==> src/rtl/hazard_interlock_if.sv <==
// Handshake bundle between the ID/EX pipeline stages and the hazard interlock.
// The pipeline side drives the decode/execute fields; the interlock returns stall, flush and perf signals.
interface hazard_interlock_if #(
    parameter int REG_AW = 5,
    parameter int CNT_W  = 16
);
    logic [REG_AW-1:0] id_rs;
    logic [REG_AW-1:0] id_rt;
    logic              id_uses_rs;
    logic              id_uses_rt;
    logic              id_is_mdu;
    logic              id_reads_hilo;
    logic              ex_memread;
    logic [REG_AW-1:0] ex_rd;
    logic              ex_branch_taken;
    logic              perf_clr;
    logic              pc_write;
    logic              ifid_write;
    logic              flush_ifid;
    logic              flush_idex;
    logic              mdu_busy;
    logic [CNT_W-1:0]  stall_cnt;

    modport master (
        output id_rs, id_rt, id_uses_rs, id_uses_rt, id_is_mdu, id_reads_hilo,
               ex_memread, ex_rd, ex_branch_taken, perf_clr,
        input  pc_write, ifid_write, flush_ifid, flush_idex, mdu_busy, stall_cnt
    );

    modport slave (
        input  id_rs, id_rt, id_uses_rs, id_uses_rt, id_is_mdu, id_reads_hilo,
               ex_memread, ex_rd, ex_branch_taken, perf_clr,
        output pc_write, ifid_write, flush_ifid, flush_idex, mdu_busy, stall_cnt
    );
endinterface

==> src/rtl/hazard_interlock.sv <==
// Stall/flush controller for the 5-stage pipeline: load-use and MDU-busy interlocks,
// taken-branch flushes, and a saturating stall-cycle counter.
//
// state  | meaning
// IDLE   | no multi-cycle mult/div in flight
// BUSY   | mult/div running; cnt counts down the remaining busy cycles to 0
module hazard_interlock #(
    parameter int REG_AW  = 5,
    parameter int MDU_LAT = 4,
    parameter int CNT_W   = 16
) (
    input logic               clk,
    input logic               rst,
    hazard_interlock_if.slave bus
);
    localparam int LAT_W = (MDU_LAT > 2) ? $clog2(MDU_LAT) : 1;
    localparam logic [LAT_W-1:0] LAT_LOAD = LAT_W'(MDU_LAT - 1);

    localparam logic [0:0] S_IDLE = 1'b0;
    localparam logic [0:0] S_BUSY = 1'b1;

    logic [0:0]       state;
    logic [LAT_W-1:0] cnt;
    logic [CNT_W-1:0] stall_cnt_q;

    logic busy;
    logic lu;
    logic mh;
    logic stall_raw;
    logic stall;
    logic branch;
    logic issue;

    assign busy = (state == S_BUSY);

    assign lu = bus.ex_memread && (bus.ex_rd != REG_AW'(0)) &&
                ((bus.id_uses_rs && (bus.id_rs == bus.ex_rd)) ||
                 (bus.id_uses_rt && (bus.id_rt == bus.ex_rd)));
    assign mh = busy && (bus.id_is_mdu || bus.id_reads_hilo);

    // A taken branch discards the ID instruction, so it must never be held.
    assign stall_raw = (lu || mh) && !bus.ex_branch_taken;
    assign stall     = stall_raw && !rst;
    assign branch    = bus.ex_branch_taken && !rst;
    assign issue     = bus.id_is_mdu && !stall_raw && !bus.ex_branch_taken;

    assign bus.pc_write   = !stall;
    assign bus.ifid_write = !stall;
    assign bus.flush_idex = stall || branch;
    assign bus.flush_ifid = branch;
    assign bus.mdu_busy   = busy;
    assign bus.stall_cnt  = stall_cnt_q;

    // Loading MDU_LAT-1 and leaving at terminal count 0 keeps BUSY for MDU_LAT cycles.
    always_ff @(posedge clk) begin
        if (rst) begin
            state <= S_IDLE;
            cnt   <= '0;
        end else begin
            case (state)
                S_IDLE: begin
                    if (issue) begin
                        state <= S_BUSY;
                        cnt   <= LAT_LOAD;
                    end
                end
                S_BUSY: begin
                    if (cnt == '0) begin
                        state <= S_IDLE;
                    end else begin
                        cnt <= cnt - 1'b1;
                    end
                end
                default: begin
                    state <= S_IDLE;
                    cnt   <= '0;
                end
            endcase
        end
    end

    always_ff @(posedge clk) begin
        if (rst || bus.perf_clr) begin
            stall_cnt_q <= '0;
        end else if (stall && (stall_cnt_q != '1)) begin
            stall_cnt_q <= stall_cnt_q + CNT_W'(1);
        end
    end
endmodule

==> src/flat_wrapper.sv <==
// flat-port wrapper written by rule: the top's interface ports become plain ports
module hazard_interlock_flat 
#(
    parameter int REG_AW  = 5,
    parameter int MDU_LAT = 4,
    parameter int CNT_W   = 16
)
  (clk, rst, bus_id_rs, bus_id_rt, bus_id_uses_rs, bus_id_uses_rt, bus_id_is_mdu, bus_id_reads_hilo, bus_ex_memread, bus_ex_rd, bus_ex_branch_taken, bus_perf_clr, bus_pc_write, bus_ifid_write, bus_flush_ifid, bus_flush_idex, bus_mdu_busy, bus_stall_cnt);
  hazard_interlock_if #(.REG_AW(REG_AW), .CNT_W(CNT_W)) bus_i ();
  input logic clk;
  input logic rst;
  input wire logic [$bits(bus_i.id_rs)-1:0] bus_id_rs;
  input wire logic [$bits(bus_i.id_rt)-1:0] bus_id_rt;
  input wire logic [$bits(bus_i.id_uses_rs)-1:0] bus_id_uses_rs;
  input wire logic [$bits(bus_i.id_uses_rt)-1:0] bus_id_uses_rt;
  input wire logic [$bits(bus_i.id_is_mdu)-1:0] bus_id_is_mdu;
  input wire logic [$bits(bus_i.id_reads_hilo)-1:0] bus_id_reads_hilo;
  input wire logic [$bits(bus_i.ex_memread)-1:0] bus_ex_memread;
  input wire logic [$bits(bus_i.ex_rd)-1:0] bus_ex_rd;
  input wire logic [$bits(bus_i.ex_branch_taken)-1:0] bus_ex_branch_taken;
  input wire logic [$bits(bus_i.perf_clr)-1:0] bus_perf_clr;
  output wire logic [$bits(bus_i.pc_write)-1:0] bus_pc_write;
  output wire logic [$bits(bus_i.ifid_write)-1:0] bus_ifid_write;
  output wire logic [$bits(bus_i.flush_ifid)-1:0] bus_flush_ifid;
  output wire logic [$bits(bus_i.flush_idex)-1:0] bus_flush_idex;
  output wire logic [$bits(bus_i.mdu_busy)-1:0] bus_mdu_busy;
  output wire logic [$bits(bus_i.stall_cnt)-1:0] bus_stall_cnt;
  assign bus_i.id_rs = bus_id_rs;
  assign bus_i.id_rt = bus_id_rt;
  assign bus_i.id_uses_rs = bus_id_uses_rs;
  assign bus_i.id_uses_rt = bus_id_uses_rt;
  assign bus_i.id_is_mdu = bus_id_is_mdu;
  assign bus_i.id_reads_hilo = bus_id_reads_hilo;
  assign bus_i.ex_memread = bus_ex_memread;
  assign bus_i.ex_rd = bus_ex_rd;
  assign bus_i.ex_branch_taken = bus_ex_branch_taken;
  assign bus_i.perf_clr = bus_perf_clr;
  assign bus_pc_write = bus_i.pc_write;
  assign bus_ifid_write = bus_i.ifid_write;
  assign bus_flush_ifid = bus_i.flush_ifid;
  assign bus_flush_idex = bus_i.flush_idex;
  assign bus_mdu_busy = bus_i.mdu_busy;
  assign bus_stall_cnt = bus_i.stall_cnt;
  hazard_interlock #(.REG_AW(REG_AW), .MDU_LAT(MDU_LAT), .CNT_W(CNT_W)) u_core (.clk(clk), .rst(rst), .bus(bus_i));
endmodule
==> config.mk <==
export PLATFORM = sky130hd
export DESIGN_NAME = hazard_interlock_flat
export DESIGN_NICKNAME = d
export VERILOG_FILES = /design/src/rtl/hazard_interlock_if.sv /design/src/rtl/hazard_interlock.sv /design/src/flat_wrapper.sv
export SDC_FILE = /design/constraint.sdc
export NUM_CORES = 1
export LEC_CHECK = 0
export ABC_AREA = 1
export CORE_MARGIN = 2
export CORE_UTILIZATION = 45
export DETAILED_ROUTE_END_ITERATION = 8
export PLACE_DENSITY = 0.87
export SLEW_MARGIN = 5
export SYNTH_ARGS = -nofsm -noshare
export SYNTH_HDL_FRONTEND = slang
export SYNTH_SLANG_ARGS = --single-unit
==> constraint.sdc <==
create_clock -name clk -period 5.6 [get_ports clk]
set_clock_uncertainty 0.15 [all_clocks]
set_input_delay 1.68 -clock clk [delete_from_list [all_inputs] [get_ports clk]]
set_output_delay 1.68 -clock clk [all_outputs]
set_load 0.03 [all_outputs]
Word-level counts from Yosys, hierarchy flattened. Index checks and enable logic that the tools add are counted. W data, S select, Z words.

Bits in read-only memories: 0. Register bits: 19. Output and inout port bits: 21. Latch bits: 0. Bits in writable memories: 0. Memories kept: 0.

Divide/modulo/power cells: 0. Muxes and demuxes: 6. Reduce and logical (&&, ||, !) cells: 23. Eq/ne operators: 5. Order comparisons: 0. Bitwise logic cells: 1. $mul: 0. Add/subtract/negate cells: 2. Shift-type cells: 0.

Operators with widths (count): $add A16 B1 Y16 const B (1); $ne A16 B16 Y1 const B (1); $logic_and A1 B1 Y1 (11); $eq A5 B5 Y1 (2); $logic_or A1 B1 Y1 (5); $reduce_bool A5 Y1 (1); $logic_not A1 Y1 (4); $mux W2 (2); $pmux W2 S2 (1); $logic_not A2 Y1 (1); $mux W1 (2); $ne A2 B1 Y1 const B (1); $ne A2 B2 Y1 const B (1); $pmux W1 S2 (1); $reduce_and A2 Y1 (1); $sub A2 B1 Y2 const B (1); $not A1 Y1 (1).

Depth between registers and ports, before layout. Gate-level depths: netlist of run 1.

Word-level depth: 11. Gate-level depth with buffers: 12. Mapped depth without buffers: 12.

Worst setup path before layout of run 1. No wires, ideal clock.

Kind: input -> output. From: input bus_ex_rd[3]. To: output bus_flush_idex. Arrival time: 3.167 ns. Data required time: 3.770 ns. Path slack: 0.603 ns. Cell stages on the path: 11. Cells stage by stage: inv_1 > nand2_1 > nand2_1 > nor2_1 > nand3_1 > nand2_1 > nand2_1 > nand2_1 > buf_2 > nand2_1 > o21ai_0.

Word-level cells in the longest chain between the ends: 8. Elaborated cells between the ends (all ways): 12. Classes of those cells: 2 x eq/ne; 10 x reduce/logical.

Ends and longest elaborated chain: from (decl) (RTL line flat_wrapper.sv:19) `input wire logic [$bits(bus_i.ex_rd)-1:0] bus_ex_rd;`; $eq A5 B5 Y1, on equally long branches (RTL line hazard_interlock.sv:37, hazard_interlock.sv:38); $logic_and A1 B1 Y1, on equally long branches (RTL line hazard_interlock.sv:37, hazard_interlock.sv:38); $logic_or A1 B1 Y1 (RTL line hazard_interlock.sv:37) `((bus.id_uses_rs && (bus.id_rs == bus.ex_rd)) ||`; $logic_and A1 B1 Y1 (*) (RTL line hazard_interlock.sv:36) `assign lu = bus.ex_memread && (bus.ex_rd != REG_AW'(0)) &&`; $logic_or A1 B1 Y1 (*) (RTL line hazard_interlock.sv:42) `assign stall_raw = (lu || mh) && !bus.ex_branch_taken;`; $logic_and A1 B1 Y1 (*) (RTL line hazard_interlock.sv:42); $logic_and A1 B1 Y1 (*) (RTL line hazard_interlock.sv:43) `assign stall = stall_raw && !rst;`; $logic_or A1 B1 Y1 (*) (RTL line hazard_interlock.sv:49) `assign bus.flush_idex = stall || branch;`; to (decl) (RTL line flat_wrapper.sv:25) `output wire logic [$bits(bus_i.flush_idex)-1:0] bus_flush_idex;`.

Mark *: on every way between the ends. The rest lies on a longest branch, timed or not.

Worst setup path after layout of run 1.
From: input bus_ex_rd[2]. To: output bus_ifid_write.

Word-level cells in the longest chain between the ends: 8. Elaborated cells between the ends (all ways): 12. Classes of those cells: 2 x eq/ne; 10 x reduce/logical.

Ends and longest elaborated chain: $eq A5 B5 Y1, on equally long branches (RTL line hazard_interlock.sv:37, hazard_interlock.sv:38); $logic_and A1 B1 Y1, on equally long branches (RTL line hazard_interlock.sv:37, hazard_interlock.sv:38); $logic_or A1 B1 Y1 (RTL line hazard_interlock.sv:37); $logic_and A1 B1 Y1 (*) (RTL line hazard_interlock.sv:36); $logic_or A1 B1 Y1 (*) (RTL line hazard_interlock.sv:42); $logic_and A1 B1 Y1 (*) (RTL line hazard_interlock.sv:42); $logic_and A1 B1 Y1 (*) (RTL line hazard_interlock.sv:43); $logic_not A1 Y1 (*) (RTL line hazard_interlock.sv:48) `assign bus.ifid_write = !stall;`; to (decl) (RTL line flat_wrapper.sv:23) `output wire logic [$bits(bus_i.ifid_write)-1:0] bus_ifid_write;`.

Marked as above.

==> metrics.yaml, run 1 <==
finish:
  fillers: 306
  fin_nets: 302
  design_area_um2: 1940
  diodes: 0
  area_growth_pct: 34.8
  drive_gt1_share_pct: 8.73
worst_hold_path:
  worstHoldStart: "u_core.bus.stall_cnt[13]"
  hold_class: "reg2reg"
synth:
  synth_top_area_cell: "dfxtp_1"
  synth_area_um2: 1440
  synthTopCellsByArea: "dfxtp_1 (26%), nand2_1 (18%), nand4_1 (9.1%), inv_1 (8.9%), nor2_1 (6.5%)"
  synth_ff_type: "dfxtp_1"
  ys_seq_area_share_pct: 26.5
  synthCells: 231
  synth_most_common_cell: "nand2_1"
  synth_seq_cells: 19
  synth_warnings: 0
  syn_avg_cell_area_um2: 6.22
  synth_common_cells: "nand2_1 (70), inv_1 (34), nor2_1 (25)"
  synth_edf_count: 0
  synth_fp_nets: 257
  synth_cell_types: 22
  async_reset_ff_share_pct: 0
  synth_top_area_share_pct: 26.5
placement:
  place_hpwl_mm: 2.65
  gp_congestion: 0.848
  io_buffers: 44
  placed_area_um2: 1910
routing:
  drt_first_pass_iters: 4
  vias_per_cell: 4.89
  wl_per_cell_um: 10.9
  drc: 0
  drt_iter0_drc: 78
  routed_wirelength_mm: 3.48
  drtAntennaViolNets: 0
  vias: 1559
cts:
  postCtsSetupRepairBufs: 0
  clk_latency_ns: 0.30
  htree_levels: 1
  post_cts_resize_count: 0
  numCtsBuffers: 3
  cts.clk_slew.worst_paths_ns: 0.11
  cts.sinks: 19
  cts_tree: "built"
  ctsHoldBuffers: 0
  root_buffer: "clkbuf_4"
  cts.path.max_buffers: 2
sta:
  period_share_pct: 94.8
  slew_violations: 0
  period_needed_ns: 5.31
  fin_setup_tns_ns: 0
  hold_viol: 0
  rsz0062_at_grt: "no"
  slew_headroom_pct: 59.7
  setup_viol: 0
  tightestPinTransition_ns: 0.605
  max_freq_mhz: 188
global_route:
  antenna_found_initial: 0
  first_global_vias: 1380
  grt.total_usage_pct: 20.7
  grt_start_max_net_pins: 18
  grt_overflow: 0
  grt_pass1_wl_mm: 5.82
job:
  maxCapViolCount: 0
critical_path:
  critPathLaunchType: "input pin"
  crit_arrival_ns: 3.48
  cpMaxStageDelayCell: "clkdlybuf4s50_1"
  timing.rr.start: "u_core.bus.stall_cnt[0]"
  slowest_delay_ns: 0.67
  endpoint_kind: "output pin"
  cp_common_cell: "nand2_1"
  crit_path_start: "bus_ex_rd[2]"
  crit_type: "in2out"
  cp_cell_sequence: "clkdlybuf4s50_1 > inv_1 > nand4_1 > o21ai_0 > inv_1 > nand2_1 > nand2_1 > nand2_1 > clkdlybuf4s50_1"
  crit_required_ns: 3.77
  worstPathMaxFanout: 3
die:
  die_w_um: 60.5
  ios: 45
  rows: 20
  start_util_pct: 47.0
  core-area_um2: 3050
  dieArea_um2: 3660
  die_h_um: 60.5
pwr:
  p_leak_nw: 0.808
  powerDensity_nw_per_um2: 136
  total_power_mw: 0.263
  ir_drop_mv: 0.146
run_status:
  status: "finished, final reports clean"
## layout by cell type (no fill, tap or decap), drive strengths merged
master and n:
nand2 73, buf 3, o21ai 4, xor2 10
inv 35, nand3 15, ha 2, nor3 3
a21oi 15, nor2 26, clkbuf 3, clkinv 1
dfxtp 19, nor3b 1, nand4 21, clkdlybuf4s50 43
nor4 1
## final cells by class
class / count / area, um^2 / share of cell area, %
Tap cell: 44 / 55.1 / 2.84
Multi-Input combinational cell: 171 / 888 / 45.9
Clock inverter: 1 / 5.00 / 0.259
Timing Repair Buffer: 46 / 453 / 23.4
Sequential cell: 19 / 380 / 19.7
Inverter: 35 / 131 / 6.79
Clock buffer: 3 / 22.5 / 1.16
## power breakdown
| group | total (mW) | switching, mW | internal (mW) |
|---|---|---|---|
| Combinational | 0.0548 | 0.0287 | 0.0261 |
| Clock | 0.0705 | 0.0439 | 0.0266 |
| Sequential | 0.138 | 0.000858 | 0.137 |
## state kept, by name, summed over array words and instances, names as in the netlist
name                  cells
u_core.bus.mdu_busy       1
u_core.bus.stall_cnt     16
u_core.cnt                2
## worst paths after layout
check                                                 to  slack [ns]  cells after the start
worst max-delay path                      bus_ifid_write        0.29                      9
worst min-delay path            u_core.bus.stall_cnt[13]        0.35                      2
worst max register to register   u_core.bus.stall_cnt[6]        3.32                      9
worst min register to register  u_core.bus.stall_cnt[13]        0.35                      2
## critical path, delay by kind of cell
kind                   cells  cell delay [ns]
AO/OA/AOI/OAI              1             0.16
AND/OR/NAND/NOR            4             0.34
buffers and inverters      4             1.30
## per-layer routing
metal / share of wire, % / GRT usage (%) / routed length, um
met2: 47 / 36.3 / 1630
met4: 1.2 / 6.52 / 41
met1: 47 / 26.0 / 1650
met3: 4.4 / 3.62 / 153
met5: 0 / 0 / 0
## through the flow
| stage | hold slack (ns) | std cells | setup slack (ns) | util, % |
|---|---|---|---|---|
| 2_1_floorplan | 0.348 | 231 | 0.603 | - |
| 3_3_place_gp | 0.327 | 315 | 0.340 | 62.5 |
| 3_5_place_dp | 0.330 | 315 | 0.305 | 62.5 |
| 4_1_cts | 0.351 | 319 | 0.300 | 63.4 |
| 5_1_grt | 0.373 | 319 | 0.0995 | 63.4 |
| 6_report | 0.349 | 319 | 0.290 | 63.4 |
## cells by family (layout without fill, tap and decap cells)
group,count (synthesis),count (layout),synth area share (%)
flops,19,19,26.5
fa+ha+maj,2,2,1.74
compound gates,19,19,8.97
buf+inv,41,85,11.7
xor+xnor,10,10,6.10
simple gates,140,140,45.0
Note: power is estimated with default switching activity, not from simulation.
==> run 2, diff against run 1 <==
- GPL_TIMING_DRIVEN: not set -> 0
- clock period: 5.6 -> 6.27 ns (I/O delays scaled with it)
==> run 2 against run 1 <==
Net effect: design area is 1.5% higher; highest routed layer unchanged; sequential share of layout area is 0.29 points lower; clock-buffer cell count is 1 higher.
==> metrics.yaml, run 2 (synthesized netlist as in run 1, its figures left out) <==
run_status:
  status: "finished, final reports clean"
pwr:
  intPower_mw: 0.170  # -10%
  p_leak_nw: 0.816  # +1.0%
  total_power_mw: 0.234  # -11%
  pwr-share-clk_pct: 26.6  # -0.2 points
  pwr-share-seq_pct: 52.5  # about the same
  switching_share_pct: 27.3  # -0.63 points
  powerDensity_nw_per_um2: 119  # -12%
  ir_drop_mv: 0.0960  # -34%
  p_sw_mw: 0.0639  # -13%
  power.share.combinational_pct: 20.9  # about the same
routing:
  drc: 0  # unchanged
  vias_per_cell: 4.95  # +1.2%
  vias: 1598  # +2.5%
  wl_per_cell_um: 11.1  # +1.5%
  routed_wirelength_mm: 3.57  # +2.8%
  drt_first_pass_iters: 4  # unchanged
  drt_iter0_drc: 73  # -6.4%
  drtAntennaViolNets: 0  # unchanged
finish:
  design_area_um2: 1960  # +1.5%
  final_common_cell: "nand2_1"
  drive_gt1_share_pct: 8.96  # +0.23 points
  fin_cells: 323  # +1.3%
  area_growth_pct: 36.8
  seqCellArea_um2: 380  # unchanged
  fillers: 298  # -2.6%
  utilization_pct: 64.3  # +0.94 points
  layout_common_cells: "nand2_1 (69), clkdlybuf4s50_1 (41), inv_1 (34)"
  largest_reg_flops: 16  # unchanged
  diodes: 0  # unchanged
  fin_nets: 306  # +1.3%
  multi_input_area_um2: 891  # +0.28%
cts:
  cts.path.max_buffers: 2  # unchanged
  cts.sinks: 19  # unchanged
  cts.clk_slew.worst_paths_ns: 0.10  # about the same
  root_buffer: "clkbuf_4"
  cts_tree: "built"
  numCtsBuffers: 3  # unchanged
  htree_levels: 1  # unchanged
  clk_latency_ns: 0.30  # about the same
  ctsHoldBuffers: 0  # unchanged
critical_path:
  critPathLaunchType: "input pin"
  crit_required_ns: 4.24  # +0.47 ns
  crit_arrival_ns: 3.98  # +0.50 ns
  worstPathMaxFanout: 10  # +7
  crit_path_start: "rst"
  timing.rr.start: "u_core.bus.stall_cnt[0]"
  endpoint_kind: "output pin"
  crit_type: "in2out"
sta:
  period_needed_ns: 6.01
  hold_viol: 0  # unchanged
  period_share_pct: 95.9
  max_freq_mhz: 166
  rsz0062_at_grt: "no"
  setup_viol: 0  # unchanged
  worst_slack_ns: 0.260  # -0.0302 ns
  slew_headroom_pct: 55.1  # -4.6 points
  slew_violations: 0  # unchanged
  fin_setup_tns_ns: 0  # unchanged
  hold_ws_ns: 0.350  # +0.00135 ns
  tightestPinTransition_ns: 0.674  # +0.0691 ns
job:
  maxCapViolCount: 0  # unchanged
worst_hold_path:
  worstHoldStart: "u_core.bus.stall_cnt[13]"
  hold_class: "reg2reg"
die:
  die_w_um: 60.5  # unchanged
  die_h_um: 60.5  # unchanged
  rows: 20  # unchanged
  dieArea_um2: 3660  # unchanged
  core-area_um2: 3050  # unchanged
  ios: 45  # unchanged
  start_util_pct: 47.0  # unchanged
placement:
  dp_slack_ns: -0.0631  # -0.368 ns
  io_buffers: 44  # unchanged
  gp_congestion: 0.915  # +7.9%
  dp_cells: 319  # +1.3%
  place_hpwl_mm: 2.83  # +6.6%
  placed_area_um2: 1930  # +1.2%
global_route:
  grt_pass1_wl_mm: 5.91  # +1.7%
  grt.total_usage_pct: 21.3  # +0.58 points
  grt_start_max_net_pins: 11  # -7
  antenna_found_initial: 0  # unchanged
  grt_overflow: 0  # unchanged
  first_global_vias: 1419  # +2.8%
-- run 2: changes by cell type in the layout (fill, tap and decap cells not counted), moves of 2 or more --
cell             delta
clkdlybuf4s50_1     -2
clkbuf_1            +3
buf_2               +2
buf_4               -2
dlymetal6s2s_1      +2
-- run 2: metal layers --
metal	global-route usage (%)	part of all wire, %	vias to the layer above
met5	0	0	-
met4	9.32	1.7	0
met3	4.90	5.3	7
met2	37.3	48	45
met1	25.0	45	704
li1	-	-	842
-- run 2: path summary, 6_finish.rpt --
path | endpoint | slack [ns] | cells after the start
hold reg to reg | u_core.bus.stall_cnt[13] | 0.35 | 2
setup reg to reg | u_core.bus.stall_cnt[10] | 4.05 | 10
setup / recovery | bus_flush_idex | 0.26 | 6
hold / removal | u_core.bus.stall_cnt[13] | 0.35 | 2
-- run 2: critical path: stages --
cell	delay, ns
clkdlybuf4s50_1	0.50
nor2_1	0.53
clkbuf_1	0.40
nand2_1	0.17
o21ai_0	0.09
dlygate4sd2_1	0.41
-- run 2: final cells by class --
type,count,area share (%)
clock buffers,4,1.34
flip-flops and latches,19,19.4
inverters,35,6.69
multi-input cells,171,45.4
repair buffers,44,22.6
well taps,44,2.80
plain buffers,6,1.85
-- run 2: what timing repair did --
item                                    CTS  global route
gates resized for setup                   2             2
endpoints found under the setup margin    2             2
buffers inserted                          0             0
-- run 2: power by group through the flow --
stage	clock network, mW	logic [mW]	registers, mW
after floorplan	0	0.0246	0.127
after global placement	0	0.0481	0.126
after detailed placement	0	0.0492	0.126
after CTS	0.0662	0.0491	0.123
after global routing	0.0684	0.0555	0.123
final	0.0623	0.0489	0.123
